===== src/rtl/arcade_input_pkg.sv =====
// arcade_input_pkg: scancodes, joystick bit indices and coin FSM states shared by the input controller.
package arcade_input_pkg;
  localparam logic [7:0] SC_UP = 8'h75;
  localparam logic [7:0] SC_DOWN = 8'h72;
  localparam logic [7:0] SC_LEFT = 8'h6B;
  localparam logic [7:0] SC_RIGHT = 8'h74;
  localparam logic [8:0] SC_SPACE = 9'h029;
  localparam logic [8:0] SC_CTRL = 9'h014;
  localparam logic [8:0] SC_F1 = 9'h005;
  localparam logic [8:0] SC_1 = 9'h016;
  localparam logic [8:0] SC_F2 = 9'h006;
  localparam logic [8:0] SC_2 = 9'h01E;
  localparam logic [8:0] SC_F3 = 9'h004;
  localparam logic [8:0] SC_5 = 9'h02E;
  localparam int J_RIGHT = 0;
  localparam int J_LEFT = 1;
  localparam int J_DOWN = 2;
  localparam int J_UP = 3;
  localparam int J_FIRE = 4;
  localparam int J_START1 = 5;
  localparam int J_START2 = 6;
  localparam int J_COIN = 7;
  typedef enum logic [1:0] {COIN_IDLE, COIN_PULSE, COIN_WAIT_REL} coin_state_t;
endpackage


===== src/rtl/coin_pulser.sv =====
// coin_pulser: stretches each accepted coin press into exactly COIN_PULSE_CYCLES high cycles.
module coin_pulser
  import arcade_input_pkg::*;
#(
  parameter int COIN_PULSE_CYCLES = 1_800_000
) (
  input  logic clk_sys,
  input  logic reset,
  input  logic coin_raw,
  output logic coin
);
  coin_state_t state;
  logic [23:0] count;
  logic raw_d;
  always_ff @(posedge clk_sys or posedge reset) begin
    if (reset) begin
      state <= COIN_IDLE;
      count <= '0;
      raw_d <= 1'b0;
      coin <= 1'b0;
    end else begin
      raw_d <= coin_raw;
      case (state)
        COIN_IDLE: if (coin_raw && !raw_d) begin
          state <= COIN_PULSE;
          count <= 24'(COIN_PULSE_CYCLES - 1);
          coin <= 1'b1;
        end
        COIN_PULSE: if (count == '0) begin
          coin <= 1'b0;
          state <= coin_raw ? COIN_WAIT_REL : COIN_IDLE;
        end else count <= count - 24'd1;
        COIN_WAIT_REL: if (!coin_raw) state <= COIN_IDLE;
        default: state <= COIN_IDLE;
      endcase
    end
  end
endmodule


===== src/rtl/arcade_input_ctrl.sv =====
// arcade_input_ctrl: PS/2 key latches merged with joystick, orientation remap and coin stretching.
// Optional autofire on the fire output when ARCADE_AUTOFIRE_EN is defined.
module arcade_input_ctrl
  import arcade_input_pkg::*;
#(
  parameter int COIN_PULSE_CYCLES = 1_800_000,
  parameter int AUTOFIRE_HALF = 600_000
) (
  input  logic        clk_sys,
  input  logic        reset,
  input  logic [10:0] ps2_key,
  input  logic [15:0] joy,
  input  logic        orient_horz,
  input  logic        autofire_on,
  output logic        left,
  output logic        right,
  output logic        fire,
  output logic        start1,
  output logic        start2,
  output logic        coin
);
  logic old_tgl, primed, ev, pr;
  logic [8:0] code;
  logic kup, kdown, kleft, kright, kspace, kctrl, kf1, k1, kf2, k2, kf3, k5;
  logic left_nx, right_nx, fire_raw, fire_nx, coin_raw, unused;
  assign pr = ps2_key[9];
  assign code = ps2_key[8:0];
  // the first cycle after reset only captures the toggle, so a stale level is never an event
  assign ev = primed && (ps2_key[10] != old_tgl);
  always_ff @(posedge clk_sys or posedge reset) begin
    if (reset) begin
      old_tgl <= 1'b0;
      primed <= 1'b0;
      {kup, kdown, kleft, kright, kspace, kctrl, kf1, k1, kf2, k2, kf3, k5} <= '0;
    end else begin
      old_tgl <= ps2_key[10];
      primed <= 1'b1;
      if (ev) begin
        if (code[7:0] == SC_UP) kup <= pr;
        if (code[7:0] == SC_DOWN) kdown <= pr;
        if (code[7:0] == SC_LEFT) kleft <= pr;
        if (code[7:0] == SC_RIGHT) kright <= pr;
        if (code == SC_SPACE) kspace <= pr;
        if (code == SC_CTRL) kctrl <= pr;
        if (code == SC_F1) kf1 <= pr;
        if (code == SC_1) k1 <= pr;
        if (code == SC_F2) kf2 <= pr;
        if (code == SC_2) k2 <= pr;
        if (code == SC_F3) kf3 <= pr;
        if (code == SC_5) k5 <= pr;
      end
    end
  end
  assign left_nx = orient_horz ? (kdown | joy[J_DOWN]) : (kleft | joy[J_LEFT]);
  assign right_nx = orient_horz ? (kup | joy[J_UP]) : (kright | joy[J_RIGHT]);
  assign fire_raw = kspace | kctrl | joy[J_FIRE];
  assign coin_raw = kf3 | k5 | joy[J_COIN];
`ifdef ARCADE_AUTOFIRE_EN
  logic [23:0] af_cnt;
  logic af_ph;
  always_ff @(posedge clk_sys or posedge reset) begin
    if (reset) begin
      af_cnt <= '0;
      af_ph <= 1'b0;
    end else if (!(autofire_on && fire_raw)) begin
      af_cnt <= '0;
      af_ph <= 1'b0;
    end else if (af_cnt == 24'(AUTOFIRE_HALF - 1)) begin
      af_cnt <= '0;
      af_ph <= ~af_ph;
    end else af_cnt <= af_cnt + 24'd1;
  end
  assign fire_nx = fire_raw & ~(autofire_on & af_ph);
  assign unused = &{1'b0, joy[15:8]};
`else
  assign fire_nx = fire_raw;
  assign unused = &{1'b0, joy[15:8], autofire_on, AUTOFIRE_HALF[0]};
`endif
  always_ff @(posedge clk_sys or posedge reset) begin
    if (reset) begin
      {left, right, fire, start1, start2} <= '0;
    end else begin
      left <= left_nx;
      right <= right_nx;
      fire <= fire_nx;
      start1 <= kf1 | k1 | joy[J_START1];
      start2 <= kf2 | k2 | joy[J_START2];
    end
  end
  coin_pulser #(.COIN_PULSE_CYCLES(COIN_PULSE_CYCLES)) u_coin (
    .clk_sys(clk_sys),
    .reset(reset),
    .coin_raw(coin_raw),
    .coin(coin)
  );
endmodule

===== config.mk =====
export PLATFORM = sky130hd
export DESIGN_NAME = arcade_input_ctrl
export DESIGN_NICKNAME = d
export VERILOG_FILES = /design/src/rtl/arcade_input_pkg.sv /design/src/rtl/coin_pulser.sv /design/src/rtl/arcade_input_ctrl.sv
export SDC_FILE = /design/constraint.sdc
export NUM_CORES = 1
export LEC_CHECK = 0
export ABC_AREA = 1
export CAP_MARGIN = 5
export CORE_MARGIN = 5
export CORE_UTILIZATION = 50
export DETAILED_ROUTE_END_ITERATION = 16
export PLACE_DENSITY_LB_ADDON = 0.3
export SETUP_SLACK_MARGIN = 0.15
export SYNTH_ARGS = -nofsm -noshare
export SYNTH_HDL_FRONTEND = slang
export SYNTH_HIERARCHICAL = 1
export SYNTH_SLANG_ARGS = --single-unit

===== constraint.sdc =====
create_clock -name clk_sys -period 1.63 [get_ports clk_sys]
set_input_delay 0.326 -clock clk_sys [delete_from_list [all_inputs] [get_ports clk_sys]]
set_output_delay 0.326 -clock clk_sys [all_outputs]
set_load 0.02 [all_outputs]

==> metrics.md, run 1 <==
| Metric | Value |
|---|---|
| Status | complete, but fails checks |
| Failing checks | setup timing |
| Buffer type at the clock tree root | clkbuf_8 |
| Wirelength, routed | 8.53 mm |
| Total die area | 7400 sq um |
| Critical path peak fanout | 3 |
| Die Height | 86.0 um |
| Comb pwr share | 0.094 |
| Routed wire length per instance | 15.5 um |
| Critical Path End Type | flop |
| Remaining DRCs | 0 |
| Global-route wire length before repair | 12.9 mm |
| Library cells used by synthesis | 33 |
| I/O Buffers | 27 |
| Yosys warning total | 6 |
| Max Cap Violations | 0 |
| FF/Latch Area | approximately 1200 sq um |
| Sink Count | 47 |
| Global route overflow | 0 |
| Crit path to | u_coin/count[13] |
| Final total power | 0.00210 W |
| Initial Utilization | 0.519 |
| 1st-pass router iterations | 5 |
| CP required | 1.82 ns |
| Fill cells | around 380 |
| TritonCTS buffer count | 5 |
| Async set-or-reset flop fraction in the synthesized netlist | 1.00 |
| Slew Viols, Final | 0 |
| Final HPWL DP | 5.11 mm |
| Flops & latches, synth | 47 |
| Final setup vio count | 2 |
| Number of global-route vias before repair | 2916 |
| Area growth syn-to-layout | 39.8% |
| Share of layout cells above drive strength 1 | 0.322 |
| Cell Pwr Density | 519 nW/um^2 |
| Most frequent cells in the layout | nand2_1, nor2_1, buf_4, dfrtp_1, inv_1 |
| Worst slack, placed | -0.260 ns |
| Clock Path Buffers | 2 |
| Clock share of power | 0.340 |
| Std-Cell Rows | 27 |
| IO Pins | 37 |
| Initial antenna violation count | 0 |
| Sw frac | 0.251 |
| H-tree Lvls | 2 |
| Worst EP arrival | 1.82 ns |
| Routed vias/inst | 5.42 |
| Sw Pwr | 0.000526 W |
| Post-route cell area | 4040 sq um |
| Startpoint types | flop |
| DR iter-0 viols | 227 |
| Flop pwr share | 0.567 |
| Placed Cells | 513 |
| Clock insertion delay at the later pin of the skew report | slightly above 0.3 ns |
| Pleak | 1.94 nW |
| CORE AREA | 5570 sq um |
| Register with the most flip-flops | u_coin/count |
| Final Core Density | 0.725 |
| Post-synthesis sequential area ratio | 0.407 |
| Syn Inst Count | 399 |
| Post-synth EDFFs | 0 |
| Critical register-to-register path startpoint | u_coin/count[8] |
| Placer Congestion | 0.884 |
| Post-route clock period utilization | 1.00 |
| R2r endpoint | u_coin/count[13] |
| Worst Path Class, Setup | reg2reg |
| Peak supply drop | 0.355 mV |
| Setup Skew | 0.00999 ns |
| Worst Hold Class | in2async |
| Ant diodes | 0 |
| Most common cell after layout, fill and taps aside | nand2_1 |
| GR Util All Layers | 0.218 |
| Reg2Reg Depth | 7 |
| Chip width | 86.0 um |
| CTS tree | done |
| CTS clock-pin slew for the worst setup and hold paths | 0.09 ns |
| Final hold viol count | 0 |
| Pin count of the biggest net entering global routing | 29 |
| Post-Syn Area | a little under 3000 sq um |
| Syn_area_per_cell | 7.24 sq um |
| Peak Freq | 0.611 GHz |
| Syn nets | 432 |
| Placement Cell Area | 3390 sq um |
| Biggest regs | u_coin/count (24), u_coin/state (2) |
| Cell internal pwr | 0.00157 W |
| RSZ-0062 raised after global routing | yes |
| Largest register FFs | 24 |
| Area of the multi-input gates | between 1500 and 2000 sq um |
| Routed Antenna Nets | 0 |
| Final net count | 511 |
| Layout Cells excl Fill | 551 |
| Minimum clock period after layout | 1.64 ns |
| Synth Flop Type | dfrtp_1 |
| Detailed-route via count | 2986 |
| Final setup margin | -0.00746 ns |
| R2R setup slack | -0.007 ns |
| Crit path from | u_coin/count[8] |
==> through the flow <==
| step | TNS [ns] | hold WS (ns) |
|---|---|---|
| 6_report | -0.00989 | 0.366 |
| 5_1_grt | -0.666 | 0.405 |
| 4_1_cts | 0 | 0.375 |
| 3_5_place_dp | -2.86 | 0.458 |
| 3_3_place_gp | -2.45 | 0.450 |
| 2_1_floorplan | 0 | 0.277 |
==> worst min path at each step <==
stage                        to  cells past startpoint  startpoint  slack, ns
final                      left                      3       reset       0.37
after global routing      right                      3       reset       0.40
after CTS                 right                      3       reset       0.37
after detailed placement  kctrl                      2       kctrl       0.46
after global placement       k2                      2          k2       0.45
after floorplan            fire                      1       reset       0.28
==> per-layer routing <==
metal / track usage / vias up / wire, um
met1: 0.257 / 1424 / 3420
met4: 0.105 / 0 / 187
met2: 0.378 / 112 / 4430
met5: 0 / - / 0
li1: - / 1431 / -
met3: 0.0403 / 19 / 492
==> cell usage after synthesis (2+ instances only) <==
cell        n  area, sq um
buf_2       2         10.0
buf_6       2         22.5
clkbuf_1    2         7.51
dfrtp_1    47         1180
ha_1        2         25.0
inv_1      43          161
inv_2       4         15.0
nand2_1   103          387
nand2_2     5         31.3
nand3_1    39          195
nand3_2     6         60.1
nand4_1    15         93.8
nor2_1     70          263
nor2_2      8         50.1
nor2_4      3         33.8
nor3_1      2         10.0
o21ai_0    15         75.1
o21ai_1     5         25.0
o21ai_2     6         52.6
or3_1       4         25.0
xor2_1      4         35.0
==> cells by family (layout without fill, tap and decap cells) <==
kind of cell / after synthesis / after routing / share of synthesized area
buffers and inverters: 57 / 136 / 0.0900
adders and majority gates: 2 / 2 / 0.00866
xor gates and xnor gates: 4 / 4 / 0.0121
other: 1 / 1 / 0.00130
DFF: 47 / 47 / 0.407
AOI/OAI and AO/OA: 29 / 30 / 0.0641
and+or+nand+nor: 259 / 259 / 0.417
==> worst max-delay path: stages, from the launching register on <==
cell     delay, ns
dfrtp_2       0.45
nor2_1        0.16
buf_4         0.14
nand2_1       0.05
nor2_1        0.25
nand2_1       0.12
o21ai_0       0.23
nand3_1       0.11
==> area by class of cell <==
| type | instances | share of cell area |
|---|---|---|
| flip-flops and latches | 47 | 0.292 |
| inverters | 48 | 0.0489 |
| repair buffers | 80 | 0.182 |
| clock buffers | 7 | 0.0189 |
| multi-input cells | 296 | 0.434 |
| well taps | 72 | 0.0223 |
| clock inverters | 1 | 0.00124 |
==> what timing repair did <==
item | CTS | global route
hold buffers | 0 | 0
pin swaps | 13 | 28
gates cloned | 1 | 0
setup buffers | 21 | 8
endpoints found under the setup margin | 31 | 25
resized for setup | 51 | 46
==> power by group through the flow <==
stage                     registers [W]   logic, W  clock network, W
final                           0.00119   0.000196          0.000712
after global routing            0.00119   0.000219          0.000766
after CTS                       0.00119   0.000198          0.000714
after detailed placement        0.00121   0.000201                 0
after global placement          0.00121   0.000197                 0
after floorplan                 0.00122  0.0000854                 0
No activity file was read; power rests on OpenSTA's default activity.
==> run 2: changes to the inputs <==
- HOLD_SLACK_MARGIN: default -> 0.08
- MAX_ROUTING_LAYER: default -> met4
==> metrics.md, run 2 (same netlist as run 1, synthesis figures left out) <==
| Metric | Value |
|---|---|
| GR Util All Layers | 0.211 (-0.00724) |
| Minimum clock period after layout | 1.61 ns (-0.0270 ns) |
| I/O Buffers | 27 (unchanged) |
| Number of global-route vias before repair | 2668 (-8.5%) |
| RSZ-0062 raised after global routing | yes |
| Clock insertion delay at the later pin of the skew report | 0.30 ns (about the same) |
| Worst-path cell chain | nor2_2 -> nand2_2 -> nor2_4 -> nand3_4 -> nand2_8 -> buf_12 -> clkinv_8 -> nand3_4 -> nand3_2 |
| Remaining DRCs | 0 (unchanged) |
| Final hold viol count | 0 (unchanged) |
| CTS tree | done |
| Most frequent cells in the layout | nand2_1, nor2_1, dfrtp_1, buf_4, inv_1 |
| Sink Count | 47 (unchanged) |
| Worst Path Class, Setup | reg2reg |
| Post-route clock period utilization | 0.988 (-0.0166) |
| Worst Hold Class | in2async |
| Detailed-route via count | 2867 (-4.0%) |
| Slowest CP cell | dfrtp_1 |
| Die Height | 86.0 um (unchanged) |
| Startpoint types | flop |
| Share of layout cells above drive strength 1 | 0.283 (-0.0388) |
| Global route overflow | 0 (unchanged) |
| Critical Path End Type | flop |
| Pleak | 1.88 nW (-3.5%) |
| Most used cell, CP | nand3_4 |
| Sw Pwr | 0.000476 W (-9.5%) |
| Max Cap Violations | 0 (unchanged) |
| Register with the most flip-flops | u_coin/count |
| CP peak stage delay | 0.44 ns (about the same) |
| Routed wire length per instance | 14.2 um (-8.4%) |
| TritonCTS buffer count | 5 (unchanged) |
| DR iter-0 viols | 254 (+12%) |
| Placer Congestion | 0.900 (+1.8%) |
| Comb pwr share | 0.096 (+0.002) |
| Placement Cell Area | 3400 sq um (+0.22%) |
| Initial Utilization | 0.519 (unchanged) |
| CORE AREA | 5570 sq um (unchanged) |
| Worst EP arrival | 1.79 ns (-0.03 ns) |
| Routed vias/inst | 5.25 (-3.1%) |
| Peak supply drop | 0.364 mV (+2.6%) |
| Clock Path Buffers | 2 (unchanged) |
| Slew Viols, Final | 0 (unchanged) |
| Std-Cell Rows | 27 (unchanged) |
| Total die area | 7400 sq um (unchanged) |
| Post-route cell area | 3900 sq um (-3.4%) |
| Crit path max-delay family | simple AND/OR/NAND/NOR gates |
| Pin count of the biggest net entering global routing | 29 (unchanged) |
| H-tree Lvls | 2 (unchanged) |
| Largest register FFs | 24 (unchanged) |
| CTS clock-pin slew for the worst setup and hold paths | 0.09 ns (about the same) |
| Cell Pwr Density | 521 nW/um^2 (+0.28%) |
| Most common cell after layout, fill and taps aside | nand2_1 |
| Flop pwr share | 0.586 (+0.019) |
| Critical path peak fanout | 7 (+4) |
| Chip width | 86.0 um (unchanged) |
| Wirelength, routed | 7.75 mm (-9.2%) |
| Buf/Inv on CP | 2 (+1) |
| CP required | 1.81 ns (about the same) |
| Clock share of power | 0.318 (-0.022) |
| Final setup margin | 0.0196 ns (+0.0270 ns) |
| Cell internal pwr | 0.00156 W (-1.0%) |
| Setup Skew | 0.0127 ns (+0.00268 ns) |
| Status | completed |
| Global-route wire length before repair | 12.1 mm (-6.1%) |
| Final HPWL DP | 5.12 mm (+0.21%) |
| Sw frac | 0.234 (-0.0164) |
| Final setup vio count | 0 (-2) |
| Final net count | 508 (-0.59%) |
| Buffer type at the clock tree root | clkbuf_8 |
| Area growth syn-to-layout | 35.0% |
| Biggest regs | u_coin/count (24), u_coin/state (2) |
| IO Pins | 37 (unchanged) |
| Initial antenna violation count | 0 (unchanged) |
| Ant diodes | 0 (unchanged) |
| Routed Antenna Nets | 0 (unchanged) |
| Worst slack, placed | -0.274 ns (-0.0139 ns) |
| Final Core Density | 0.700 (-0.0247) |
| 1st-pass router iterations | 4 (-1) |
| Peak Freq | 0.621 GHz (+1.7%) |
-- run 2: cell types whose count changed in the layout (fill, tap and decap cells not counted), sizes merged --
cell | before | now
buf | 53 | 49
clkbuf | 7 | 6
-- run 2: what timing repair did --
item	4_1_cts	5_1_grt
cloned	2	0
hold buffers	0	0
pin swaps	9	17
resized for setup	23	52
buffers inserted	13	11
endpoints found under the setup margin	31	27
-- run 2: metrics by stage --
step                power, W  TNS (ns)  instances  hold WS [ns]
finish               0.00203         0        546         0.382
global route         0.00212    -0.600        546         0.434
CTS                  0.00205         0        535         0.391
detailed placement   0.00141     -2.85        514         0.461
global placement     0.00141     -2.27        514         0.450
floorplan            0.00131         0        399         0.277
-- run 2: worst paths after layout --
kind	to	depth (start not counted)	startpoint	slack, ns
max in group asynchronous	u_coin/count[8]	3	reset	0.89
worst min register to register	u_coin/coin	2	u_coin/coin	0.47
min in group clk_sys	u_coin/coin	2	u_coin/coin	0.47
worst max register to register	u_coin/count[8]	9	u_coin/count[13]	0.02
worst min-delay path	right	3	reset	0.38
worst max-delay path	u_coin/count[8]	9	u_coin/count[13]	0.02
-- run 2: worst min-delay path, stage by stage --
cell and delay (ns):
clkdlybuf4s50_1 0.42, inv_1 0.06, buf_4 0.25
-- run 2: power groups by stage --
stage | combinational (W) | sequential, W | clock [W]
floorplan | 0.0000854 | 0.00122 | 0
global placement | 0.000197 | 0.00121 | 0
detailed placement | 0.000201 | 0.00121 | 0
CTS | 0.000195 | 0.00119 | 0.000666
global route | 0.000217 | 0.00119 | 0.000715
finish | 0.000195 | 0.00119 | 0.000646
-- run 2: final cells by class --
class                      count  area (sq um)
timing repair inverter         1          16.3
timing repair buffer          76           678
tap                           72          90.1
multi-input combinational    296          1680
fill                         408          1670
sequential                    47          1180
inverter                      48           193
clock buffer                   6          72.6
-- run 2: metal layers --
metal  track usage  part of all wire  vias up
met2         0.355              0.52       86
met5             -                 0        -
met1         0.250              0.40     1333
met3        0.0442             0.051       23
met4        0.0705             0.028        0
li1              -                 -     1425
==> run 3: changes to the inputs <==
- ABC_AREA: 1 -> default
- CORE_UTILIZATION: 50 -> 48
==> metrics.md, run 3 <==
| Metric | Value |
|---|---|
| Layout Cells excl Fill | 394 (-28%) |
| Register with the most flip-flops | u_coin/count |
| CP required | 1.81 ns (about the same) |
| Sw Pwr | 0.000556 W (+17%) |
| R2R setup slack | -0.71 ns (-0.73 ns) |
| Clock Path Buffers | 2 (unchanged) |
| 1st-pass router iterations | 4 (unchanged) |
| Global route overflow | 0 (unchanged) |
| Peak supply drop | 0.453 mV (+25%) |
| Most frequent cells in the layout | buf_4, dfrtp_1, nor2_1, dlygate4sd2_1 |
| Most common cell after layout, fill and taps aside | buf_4 |
| Final setup vio count | 28 (+28) |
| Wirelength, routed | 7.97 mm (+2.9%) |
| FF/Latch Area | 1180 sq um (-0.11%) |
| CTS tree | done |
| Clock insertion delay at the later pin of the skew report | 0.30 ns (about the same) |
| Minimum clock period after layout | 2.34 ns (+0.733 ns) |
| Hold Slack | 0.364 ns (-0.0184 ns) |
| Slowest CP cell | or4_4 |
| Global-route wire length before repair | 11.3 mm (-6.6%) |
| Cell Pwr Density | 620 nW/um^2 (+19%) |
| Final HPWL DP | 4.21 mm (-18%) |
| Placed Cells | 373 (-27%) |
| Comb pwr share | 0.118 (+0.022) |
| Cell internal pwr | 0.00182 W (+17%) |
| Worst-path cell chain | or4_4 -> or4_4 -> buf_6 -> o2111ai_4 -> xor2_1 -> nor2_1 |
| Pin count of the biggest net entering global routing | 29 (unchanged) |
| Final Core Density | 0.808 (+0.108) |
| Max Cap Violations | 0 (unchanged) |
| Synth top area share | 0.499 (+0.0917) |
| Area contributors post-synth | dfrtp_1, mux2_2, xor2_1, or4_1, nand3_1 |
| Post-CTS Hold Buffers | 0 (unchanged) |
| Worst Hold Class | in2reg |
| Peak Freq | 0.427 GHz (-31%) |
| IO Pins | 37 (unchanged) |
| Met2 track demand over resource | 0.388 (+0.0337) |
| Detailed-route via count | 2321 (-19%) |
| Critical path peak fanout | 7 (unchanged) |
| Cell accounting for the most synthesized area | dfrtp_1 |
| Met3 GRT Util | 0.0336 (-0.0106) |
| Chip width | 80.1 um (-6.9%) |
| RSZ-0062 raised after global routing | yes |
| Final hold viol count | 0 (unchanged) |
| Ant diodes | 0 (unchanged) |
| Biggest regs | u_coin/count (24), u_coin/state (2) |
| Slew Viols, Final | 0 (unchanged) |
| Final net count | 359 (-29%) |
| Routed wire length per instance | 20.2 um (+43%) |
| Critical Path End Type | flop |
| Status | complete, but fails checks |
| CORE AREA | 4750 sq um (-15%) |
| Sink Count | 47 (unchanged) |
| Failing checks | setup timing |
| Post-synth EDFFs | 0 (unchanged) |
| Final setup margin | -0.713 ns (-0.733 ns) |
| Initial antenna violation count | 0 (unchanged) |
| Area of the multi-input gates | 1580 sq um (-5.6%) |
| Routed Antenna Nets | 0 (unchanged) |
| Async set-or-reset flop fraction in the synthesized netlist | 1.00 (unchanged) |
| Synth Flop Type | dfrtp_1 |
| Total die area | 6420 sq um (-13%) |
| Syn nets | 260 (-40%) |
| Post-synthesis sequential area ratio | 0.499 (+0.0917) |
| CP peak stage delay | 0.56 ns (+0.12 ns) |
| Pleak | 1.58 nW (-16%) |
| Syn_area_per_cell | 10.4 sq um (+43%) |
| Sw frac | 0.233 (-0.000796) |
| Setup Skew | 0.00562 ns (-0.00705 ns) |
| DR iter-0 viols | 201 (-21%) |
| Largest register FFs | 24 (unchanged) |
| GR peak layer | met2 |
| Post-route clock period utilization | 1.44 (+0.450) |
| Slew HR | 0.542 |
| Startpoint types | flop |
| Die Height | 80.1 um (-6.9%) |
| GR Util All Layers | 0.234 (+0.0232) |
| Most frequent cell after synthesis | dfrtp_1 |
| Post-Syn Area | 2360 sq um (-18%) |
| Syn Inst Count | 227 (-43%) |
| Met1 usage | 0.291 (+0.0403) |
| Yosys warning total | 6 (unchanged) |
| Std-Cell Rows | 25 (-7.4%) |
| Flop pwr share | 0.511 (-0.075) |
| I/O Buffers | 27 (unchanged) |
| Worst EP arrival | 2.53 ns (+0.74 ns) |
| H-tree Lvls | 2 (unchanged) |
| Remaining DRCs | 0 (unchanged) |
| Share of layout cells above drive strength 1 | 0.492 (+0.210) |
| Top cells by count, synth | dfrtp_1, nor2_1, nand3_1, nand2_1, or4_1 |
| Fill cells | 261 (-36%) |
| Flops & latches, synth | 47 (unchanged) |
| Worst Path Class, Setup | reg2reg |
| TritonCTS buffer count | 5 (unchanged) |
| Worst Max-Slew Pin Slew | approximately 0.68 ns |
| Area growth syn-to-layout | 62.9% |
| Library cells used by synthesis | 44 (+33%) |
| CTS clock-pin slew for the worst setup and hold paths | 0.09 ns (about the same) |
| Clock share of power | 0.371 (+0.053) |
| Routed vias/inst | 5.89 (+12%) |
| Placer Congestion | 0.835 (-7.2%) |
| Initial Utilization | 0.496 (-0.0225) |
| Buffer type at the clock tree root | clkbuf_8 |
| Most used cell, CP | or4_4 |
| Number of global-route vias before repair | 2337 (-12%) |
-- run 3: cell count changes in the layout (fill, tap and decap cells not counted), sizes merged, moves of 11 or more --
cell and delta:
buf +27, inv -42, mux2 +12, nand2 -96, nand3 -31, nand4 -12
nor2 -61, o21ai -20, or4 +11
-- run 3: critical path: cells and delay by family (launching register included) --
kind / cells / cell delay [ns]
AO/OA/AOI/OAI: 1 / 0.30
XOR/XNOR: 1 / 0.20
flip-flops: 1 / 0.40
buffers and inverters: 1 / 0.16
AND/OR/NAND/NOR: 3 / 1.16
-- run 3: metal layers --
metal	part of all wire	vias up
met5	0	-
met2	0.54	75
li1	-	1029
met3	0.035	30
met4	0.031	0
met1	0.40	1187
-- run 3: kinds of logic after synthesis --
logic type | Yosys count | synth area share
XOR/XNOR | 10 | 0.0371
AND/OR/NAND/NOR | 109 | 0.266
flip-flops | 47 | 0.499
AO/OA/AOI/OAI | 24 | 0.0737
adder cells (fa/ha/maj) | 2 | 0.0106
multiplexers | 18 | 0.0828
other | 1 | 0.00159
buffers and inverters | 16 | 0.0297
-- run 3: area by class of cell --
cell class / instances / area share
inverters: 6 / 0.00586
repair buffers: 102 / 0.224
multi-input cells: 164 / 0.412
clock buffers: 6 / 0.0215
clock inverters: 2 / 0.00912
flip-flops and latches: 47 / 0.306
well taps: 67 / 0.0218
-- run 3: final timing paths --
| kind | start | endpoint | depth (start not counted) |
|---|---|---|---|
| worst min-delay path | ps2_key[10] | old_tgl | 1 |
| max in group asynchronous | reset | u_coin/state[0] | 3 |
| worst min register to register | kctrl | fire | 1 |
| worst max-delay path | u_coin/count[11] | u_coin/count[15] | 6 |
| worst max register to register | u_coin/count[11] | u_coin/count[15] | 6 |
| min in group asynchronous | reset | kleft | 3 |
-- run 3: per-stage QoR --
| step | power (W) | TNS (ns) | area, sq um | setup WS [ns] |
|---|---|---|---|---|
| 5_1_grt | 0.00248 | -17.25 | 3840 | -0.778 |
| 3_5_place_dp | 0.00147 | -21.94 | 3160 | -0.752 |
| 4_1_cts | 0.00236 | -15.01 | 3590 | -0.653 |
| 6_report | 0.00238 | -15.34 | 3840 | -0.713 |
| 3_3_place_gp | 0.00146 | -19.75 | 3160 | -0.661 |
| 2_1_floorplan | 0.00132 | -15.20 | 2390 | -0.709 |
-- run 3: repair_timing --
action,4_1_cts,5_1_grt
setup buffers,6,7
gates cloned,0,0
pin swaps,27,28
endpoints found under the hold margin,0,0
resized for setup,82,40
setup endpoints to repair,45,39
-- run 3: power groups by stage --
stage	Sequential [W]	Clock [W]	Combinational [W]
final	0.00122	0.000884	0.000281
after global routing	0.00122	0.000958	0.000302
after detailed placement	0.00123	0	0.000235
after CTS	0.00121	0.000898	0.000252
after global placement	0.00123	0	0.000228
after floorplan	0.00125	0	0.0000720
